[src/rtl/auth_pkg.sv]
// auth_pkg: command bytes and transmit FSM states shared by the authentication link
package auth_pkg;
  localparam logic [7:0] CMD_GO = 8'h47;
  localparam logic [7:0] CMD_STOP = 8'h53;
  typedef enum logic [1:0] {IDLE, START, DATA, STOP} tx_state_t;
endpackage

[src/rtl/auth_cmd_tx_if.sv]
// auth_cmd_tx_if: command request and UART status bundle of the authentication transmitter
interface auth_cmd_tx_if;
  logic send_go;
  logic send_stop;
  logic TX;
  logic busy;
  logic pending;
  logic done;
  modport master(output send_go, send_stop, input TX, busy, pending, done);
  modport slave(input send_go, send_stop, output TX, busy, pending, done);
endinterface

[src/rtl/uart_tx_core.sv]
// uart_tx_core: 8N1 UART serialiser; trmt in the last stop clock chains the next frame with no gap
module uart_tx_core
  import auth_pkg::*;
#(
  parameter int BAUD_DIV = 5208
) (
  input  logic       clk,
  input  logic       rst_n,
  input  logic       trmt,
  input  logic [7:0] tx_data,
  output logic       TX,
  output logic       tx_done,
  output logic       busy
);
  tx_state_t state, nxt;
  logic [12:0] baud_cnt;
  logic [2:0] bit_cnt;
  logic [7:0] shift;
  logic bit_end, load;
  assign bit_end = baud_cnt == 13'(BAUD_DIV - 1);
  assign load = trmt && (state == IDLE || (state == STOP && bit_end));
  always_ff @(posedge clk or negedge rst_n)
    if (!rst_n) state <= IDLE;
    else state <= nxt;
  always_comb begin
    nxt = state;
    case (state)
      IDLE: nxt = trmt ? START : IDLE;
      START: nxt = bit_end ? DATA : START;
      DATA: nxt = bit_end && bit_cnt == 3'd7 ? STOP : DATA;
      STOP: nxt = bit_end ? (trmt ? START : IDLE) : STOP;
      default: nxt = IDLE;
    endcase
  end
  always_comb begin
    TX = state == START ? 1'b0 : state == DATA ? shift[0] : 1'b1;
    busy = state != IDLE;
    tx_done = state == STOP && bit_end;
  end
  always_ff @(posedge clk or negedge rst_n)
    if (!rst_n) begin
      baud_cnt <= '0;
      bit_cnt <= '0;
      shift <= '0;
    end else begin
      baud_cnt <= (load || bit_end || state == IDLE) ? '0 : baud_cnt + 13'd1;
      if (load) begin
        shift <= tx_data;
        bit_cnt <= '0;
      end else if (state == DATA && bit_end) begin
        shift <= shift >> 1;
        bit_cnt <= bit_cnt + 3'd1;
      end
    end
endmodule

[src/rtl/auth_cmd_tx.sv]
// auth_cmd_tx: arbitrates G/S command requests into a one-deep buffer feeding the UART core
module auth_cmd_tx
  import auth_pkg::*;
#(
  parameter int BAUD_DIV = 5208
) (
  input logic clk,
  input logic rst_n,
  auth_cmd_tx_if.slave cmd
);
  logic req, ready, trmt, pend_valid, core_busy, core_done;
  logic [7:0] req_byte, pend_byte, tx_data;
  assign req = cmd.send_go | cmd.send_stop;
  assign req_byte = cmd.send_stop ? CMD_STOP : CMD_GO;
  // core can take a byte when idle or in the final stop-bit clock
  assign ready = ~core_busy | core_done;
  assign trmt = ready & (pend_valid | req);
  assign tx_data = pend_valid ? pend_byte : req_byte;
  always_ff @(posedge clk or negedge rst_n)
    if (!rst_n) begin
      pend_valid <= 1'b0;
      pend_byte <= '0;
    end else if (req && !(ready && !pend_valid)) begin
      pend_valid <= 1'b1;
      pend_byte <= req_byte;
    end else if (ready && pend_valid) pend_valid <= 1'b0;
  uart_tx_core #(.BAUD_DIV(BAUD_DIV)) u_core (
    .clk(clk),
    .rst_n(rst_n),
    .trmt(trmt),
    .tx_data(tx_data),
    .TX(cmd.TX),
    .tx_done(core_done),
    .busy(core_busy)
  );
  assign cmd.busy = core_busy;
  assign cmd.done = core_done;
  assign cmd.pending = pend_valid;
endmodule

[src/flat_wrapper.sv]
// flat-port wrapper written by rule: the top's interface ports become plain ports
module auth_cmd_tx_flat import auth_pkg::*;
#(
  parameter int BAUD_DIV = 5208
)
  (clk, rst_n, cmd_send_go, cmd_send_stop, cmd_TX, cmd_busy, cmd_pending, cmd_done);
  auth_cmd_tx_if cmd_i ();
  input logic clk;
  input logic rst_n;
  input wire logic [$bits(cmd_i.send_go)-1:0] cmd_send_go;
  input wire logic [$bits(cmd_i.send_stop)-1:0] cmd_send_stop;
  output wire logic [$bits(cmd_i.TX)-1:0] cmd_TX;
  output wire logic [$bits(cmd_i.busy)-1:0] cmd_busy;
  output wire logic [$bits(cmd_i.pending)-1:0] cmd_pending;
  output wire logic [$bits(cmd_i.done)-1:0] cmd_done;
  assign cmd_i.send_go = cmd_send_go;
  assign cmd_i.send_stop = cmd_send_stop;
  assign cmd_TX = cmd_i.TX;
  assign cmd_busy = cmd_i.busy;
  assign cmd_pending = cmd_i.pending;
  assign cmd_done = cmd_i.done;
  auth_cmd_tx #(.BAUD_DIV(BAUD_DIV)) u_core (.clk(clk), .rst_n(rst_n), .cmd(cmd_i));
endmodule
[config.mk]
export PLATFORM = sky130hd
export DESIGN_NAME = auth_cmd_tx_flat
export DESIGN_NICKNAME = d
export VERILOG_FILES = /design/src/rtl/auth_pkg.sv /design/src/rtl/auth_cmd_tx_if.sv /design/src/rtl/uart_tx_core.sv /design/src/rtl/auth_cmd_tx.sv /design/src/flat_wrapper.sv
export SDC_FILE = /design/constraint.sdc
export NUM_CORES = 1
export LEC_CHECK = 0
export CORE_MARGIN = 2
export CORE_UTILIZATION = 52
export DETAILED_ROUTE_END_ITERATION = 8
export HOLD_SLACK_MARGIN = 0.06
export PLACE_DENSITY = 0.73
export SETUP_SLACK_MARGIN = 0.1
export SYNTH_ARGS = -nofsm -noshare
export SYNTH_HDL_FRONTEND = slang
export SYNTH_SLANG_ARGS = --single-unit
export TNS_END_PERCENT = 20
[constraint.sdc]
create_clock -name clk -period 2.1 [get_ports clk]
set_input_delay 0.315 -clock clk [delete_from_list [all_inputs] [get_ports clk]]
set_output_delay 0.315 -clock clk [all_outputs]
set_load 0.005 [all_outputs]
==> results.sh, run 1 <==
export IMPL_status="finished clean"
export IMPL_fmax_mhz=489
export IMPL_critical_path_endpoint_type="register"
export IMPL_initial_core_util_pct=54.6
export IMPL_synthCells=140
export IMPL_layout_commonest_cell="dfrtp_1"
export IMPL_whs_ns=0.345
export IMPL_slew_viol_final=0
export IMPL_dpl_hpwl_mm=2.15
export IMPL_vdd_ir_drop_worst_v=0.000631
export IMPL_finalCritPeriodShare_pct=97.4
export IMPL_rr_endpoint="u_core.u_core.shift[1]"
export IMPL_routed_wl_mm=3.07
export IMPL_synth_largest_area_cell="dfrtp_1"
export IMPL_tightest_slew_ns=0.366
export IMPL_p_total_uw=1310
export IMPL_critPathKind="register to register"
export IMPL_rows=19
export IMPL_die_h_um=57.8
export IMPL_vias=1156
export IMPL_crit_arrival_ns=2.33
export IMPL_grt_pass1_wl_mm=5.51
export IMPL_syn_area_mm2=0.00151
export IMPL_setup_violations=0
export IMPL_multi_input_comb_area_um2=785
export IMPL_area_growth_pct=22.5
export IMPL_synth_top_area_share_pct=48.2
export IMPL_clk_latency_ns=0.33
export IMPL_fp_dieArea_mm2=0.00334
export IMPL_cts_root_buf="clkbuf_4"
export IMPL_dp_slack_ns=-0.0179
export IMPL_drt_iter0_markers=44
export IMPL_reg2reg_from="u_core.u_core.baud_cnt[11]"
export IMPL_portBuffers=7
export IMPL_layout_nets=175
export IMPL_start_kind="register"
export IMPL_r2r_slack_ns=0.05
export IMPL_worst_slack_ns=0.0538
export IMPL_fill_cells=212
export IMPL_maxCapViolCount=0
export IMPL_ys_types=39
export IMPL_fin_skew_ns=0.00995
export IMPL_grt_overflow_total=0
export IMPL_antennaDiodeCount=0
export IMPL_synth_avg_cell_area_um2=10.8
export IMPL_rsz0062_at_grt="true"
export IMPL_drc_errors=0
export IMPL_cp_required_ns=2.38
export IMPL_max_slew_margin_pct=75.6
export IMPL_grt_max_degree=30
export IMPL_design_core_area_mm2=0.00276
export IMPL_ff_latch_area_um2=728
export IMPL_synth_seq_cells=29
export IMPL_h_tree_depth=2
export IMPL_synth_warnings=0
export IMPL_die_x_um=57.8
export IMPL_io_pin_count=8
export IMPL_cts_hold_buffers_added=0
export IMPL_critPathMaxFanout=5
export IMPL_ys_top_cells_by_area="dfrtp_1 (48%), nor2_1 (5.2%), xnor2_1 (5.2%)"
export IMPL_final_hold_viol_count=0
export IMPL_dr_pass1_iters=4
export IMPL_syn_nets=147
export IMPL_yosysSeqAreaShare_pct=48.2
export IMPL_final_area_mm2=0.00185
export IMPL_gp_congestion=0.770
export IMPL_p_leak_uw=0.000841
export IMPL_clk_pin_slew_ns=0.10
export IMPL_cts_tree="done"
export IMPL_ant_nets=0
export IMPL_grt_pass1_vias=1231
export IMPL_period_needed_ns=2.05
export IMPL_layout_drive_gt1_share_pct=26.6
export IMPL_cts_sinks=29
export IMPL_worstHoldPathType="input port to async pin"
export IMPL_antenna_found_initial=0
export IMPL_final_cell_mix="dfrtp_1 (27), nor2_1 (21), buf_4 (18)"
export IMPL_rr_worst_depth=4
export IMPL_routedWlPerCell_um=15.3
export IMPL_placed_area_mm2=0.00172
export IMPL_grt_use_total_pct=22.1
export IMPL_via_per_inst=5.78
export IMPL_clk_path_buf_depth=2
export IMPL_cts_buffers=5
export IMPL_fin_util_pct=66.9
export IMPL_p_per_area_mw_per_mm2=712
-- how the worst max path moves through the flow --
stage | to | start | cells after the start
2_1_floorplan | u_core.u_core.shift[0] | u_core.u_core.baud_cnt[8] | 4
3_3_place_gp | cmd_done | u_core.u_core.baud_cnt[8] | 3
3_5_place_dp | cmd_done | u_core.u_core.baud_cnt[9] | 3
4_1_cts | u_core.u_core.shift[1] | u_core.u_core.baud_cnt[11] | 4
5_1_grt | u_core.u_core.shift[1] | u_core.u_core.baud_cnt[11] | 4
6_report | u_core.u_core.shift[1] | u_core.u_core.baud_cnt[11] | 4
-- cells in the mapped netlist --
| cell type | count |
|---|---|
| o21ai_0 | 2 |
| nand2b_1 | 1 |
| nor2_1 | 21 |
| nor3_1 | 4 |
| o31ai_1 | 2 |
| nor2b_1 | 2 |
| mux2_2 | 1 |
| a21o_2 | 1 |
| nor3_2 | 1 |
| nand2_1 | 6 |
| clkinv_1 | 1 |
| buf_6 | 3 |
| nor4_4 | 1 |
| buf_2 | 1 |
| a22o_1 | 4 |
| a21oi_1 | 4 |
| nand4b_1 | 2 |
| or4b_1 | 2 |
| dfrtp_1 | 29 |
| a21boi_0 | 1 |
| or2b_1 | 1 |
| nor4_1 | 3 |
| a221oi_1 | 1 |
| xnor2_1 | 9 |
| ha_1 | 3 |
| or4_4 | 1 |
| a221oi_4 | 1 |
| and3_1 | 3 |
| inv_1 | 5 |
| a31oi_2 | 1 |
| xor2_1 | 3 |
| or3_1 | 1 |
| nand3_1 | 6 |
| nand4bb_1 | 1 |
| nand4_1 | 2 |
| a221o_2 | 2 |
| clkbuf_1 | 1 |
| mux2i_1 | 4 |
| a221o_1 | 3 |
-- flip-flops by register name, summed over array words and instances, names as in the netlist --
register,flops
u_core.u_core.state,2
u_core.u_core.bit_cnt,3
u_core.u_core.shift,7
u_core.pend_byte,3
u_core.cmd.pending,1
u_core.u_core.baud_cnt,13
-- kinds of logic (layout without fill, tap and decap cells) --
logic type / after synthesis / count (layout) / share of synthesized area [%]
compound gates: 22 / 22 / 13.0
xor+xnor: 12 / 12 / 6.98
fa+ha+maj: 3 / 3 / 2.49
buf+inv: 11 / 40 / 4.32
flops: 29 / 29 / 48.2
mux: 5 / 5 / 3.41
simple gates: 58 / 58 / 21.6
-- worst max-delay path, cell delays in order, from the launching register on --
cell,delay (ns)
dfrtp_1,0.41
or4b_4,0.56
or4_4,0.58
a221oi_4,0.30
a221o_2,0.16
-- area by class of cell --
cell class / count / area share, %
clock buffers: 6 / 2.24
clock inverters: 2 / 0.542
inverters: 6 / 1.22
multi-input cells: 100 / 42.5
flip-flops and latches: 29 / 39.5
well taps: 31 / 2.10
repair buffers: 26 / 11.9
-- power by group --
group | switching, uW | total (uW) | internal, uW
combinational | 117 | 260 | 143
clock | 198 | 326 | 127
sequential | 84.6 | 727 | 643
-- metal layers --
layer / GRT usage, % / vias to the layer above / part of all wire (%)
met5: 0 / - / 0
met4: 11.0 / 0 / 2.2
met3: 4.69 / 7 / 3.2
met2: 36.9 / 19 / 51
met1: 27.3 / 566 / 44
li1: - / 564 / -
-- through the flow --
step / cells / setup TNS [ns]
global route: 200 / 0
global placement: 189 / -0.0215
floorplan: 140 / 0
finish: 200 / 0
detailed placement: 189 / -0.0277
CTS: 198 / 0
-- repair_timing --
| item | CTS | global route |
|---|---|---|
| gates resized for setup | 14 | 1 |
| setup endpoints to repair | 10 | 22 |
| endpoints found under the hold margin | 0 | 0 |
| pin swaps | 5 | 0 |
| setup buffers | 1 | 2 |
(Power assumes the default switching activity.)
==> run 2: changes to the inputs <==
--- a/config.mk
+++ b/config.mk
@@ -8,6 +8,7 @@
 export CORE_MARGIN = 2
 export CORE_UTILIZATION = 52
 export DETAILED_ROUTE_END_ITERATION = 8
+export GPL_TIMING_DRIVEN = 1
 export HOLD_SLACK_MARGIN = 0.06
 export PLACE_DENSITY = 0.73
 export SETUP_SLACK_MARGIN = 0.1
==> results of run 2 <==
Same layout as run 1: the final DEF is identical, and so are final timing and power.
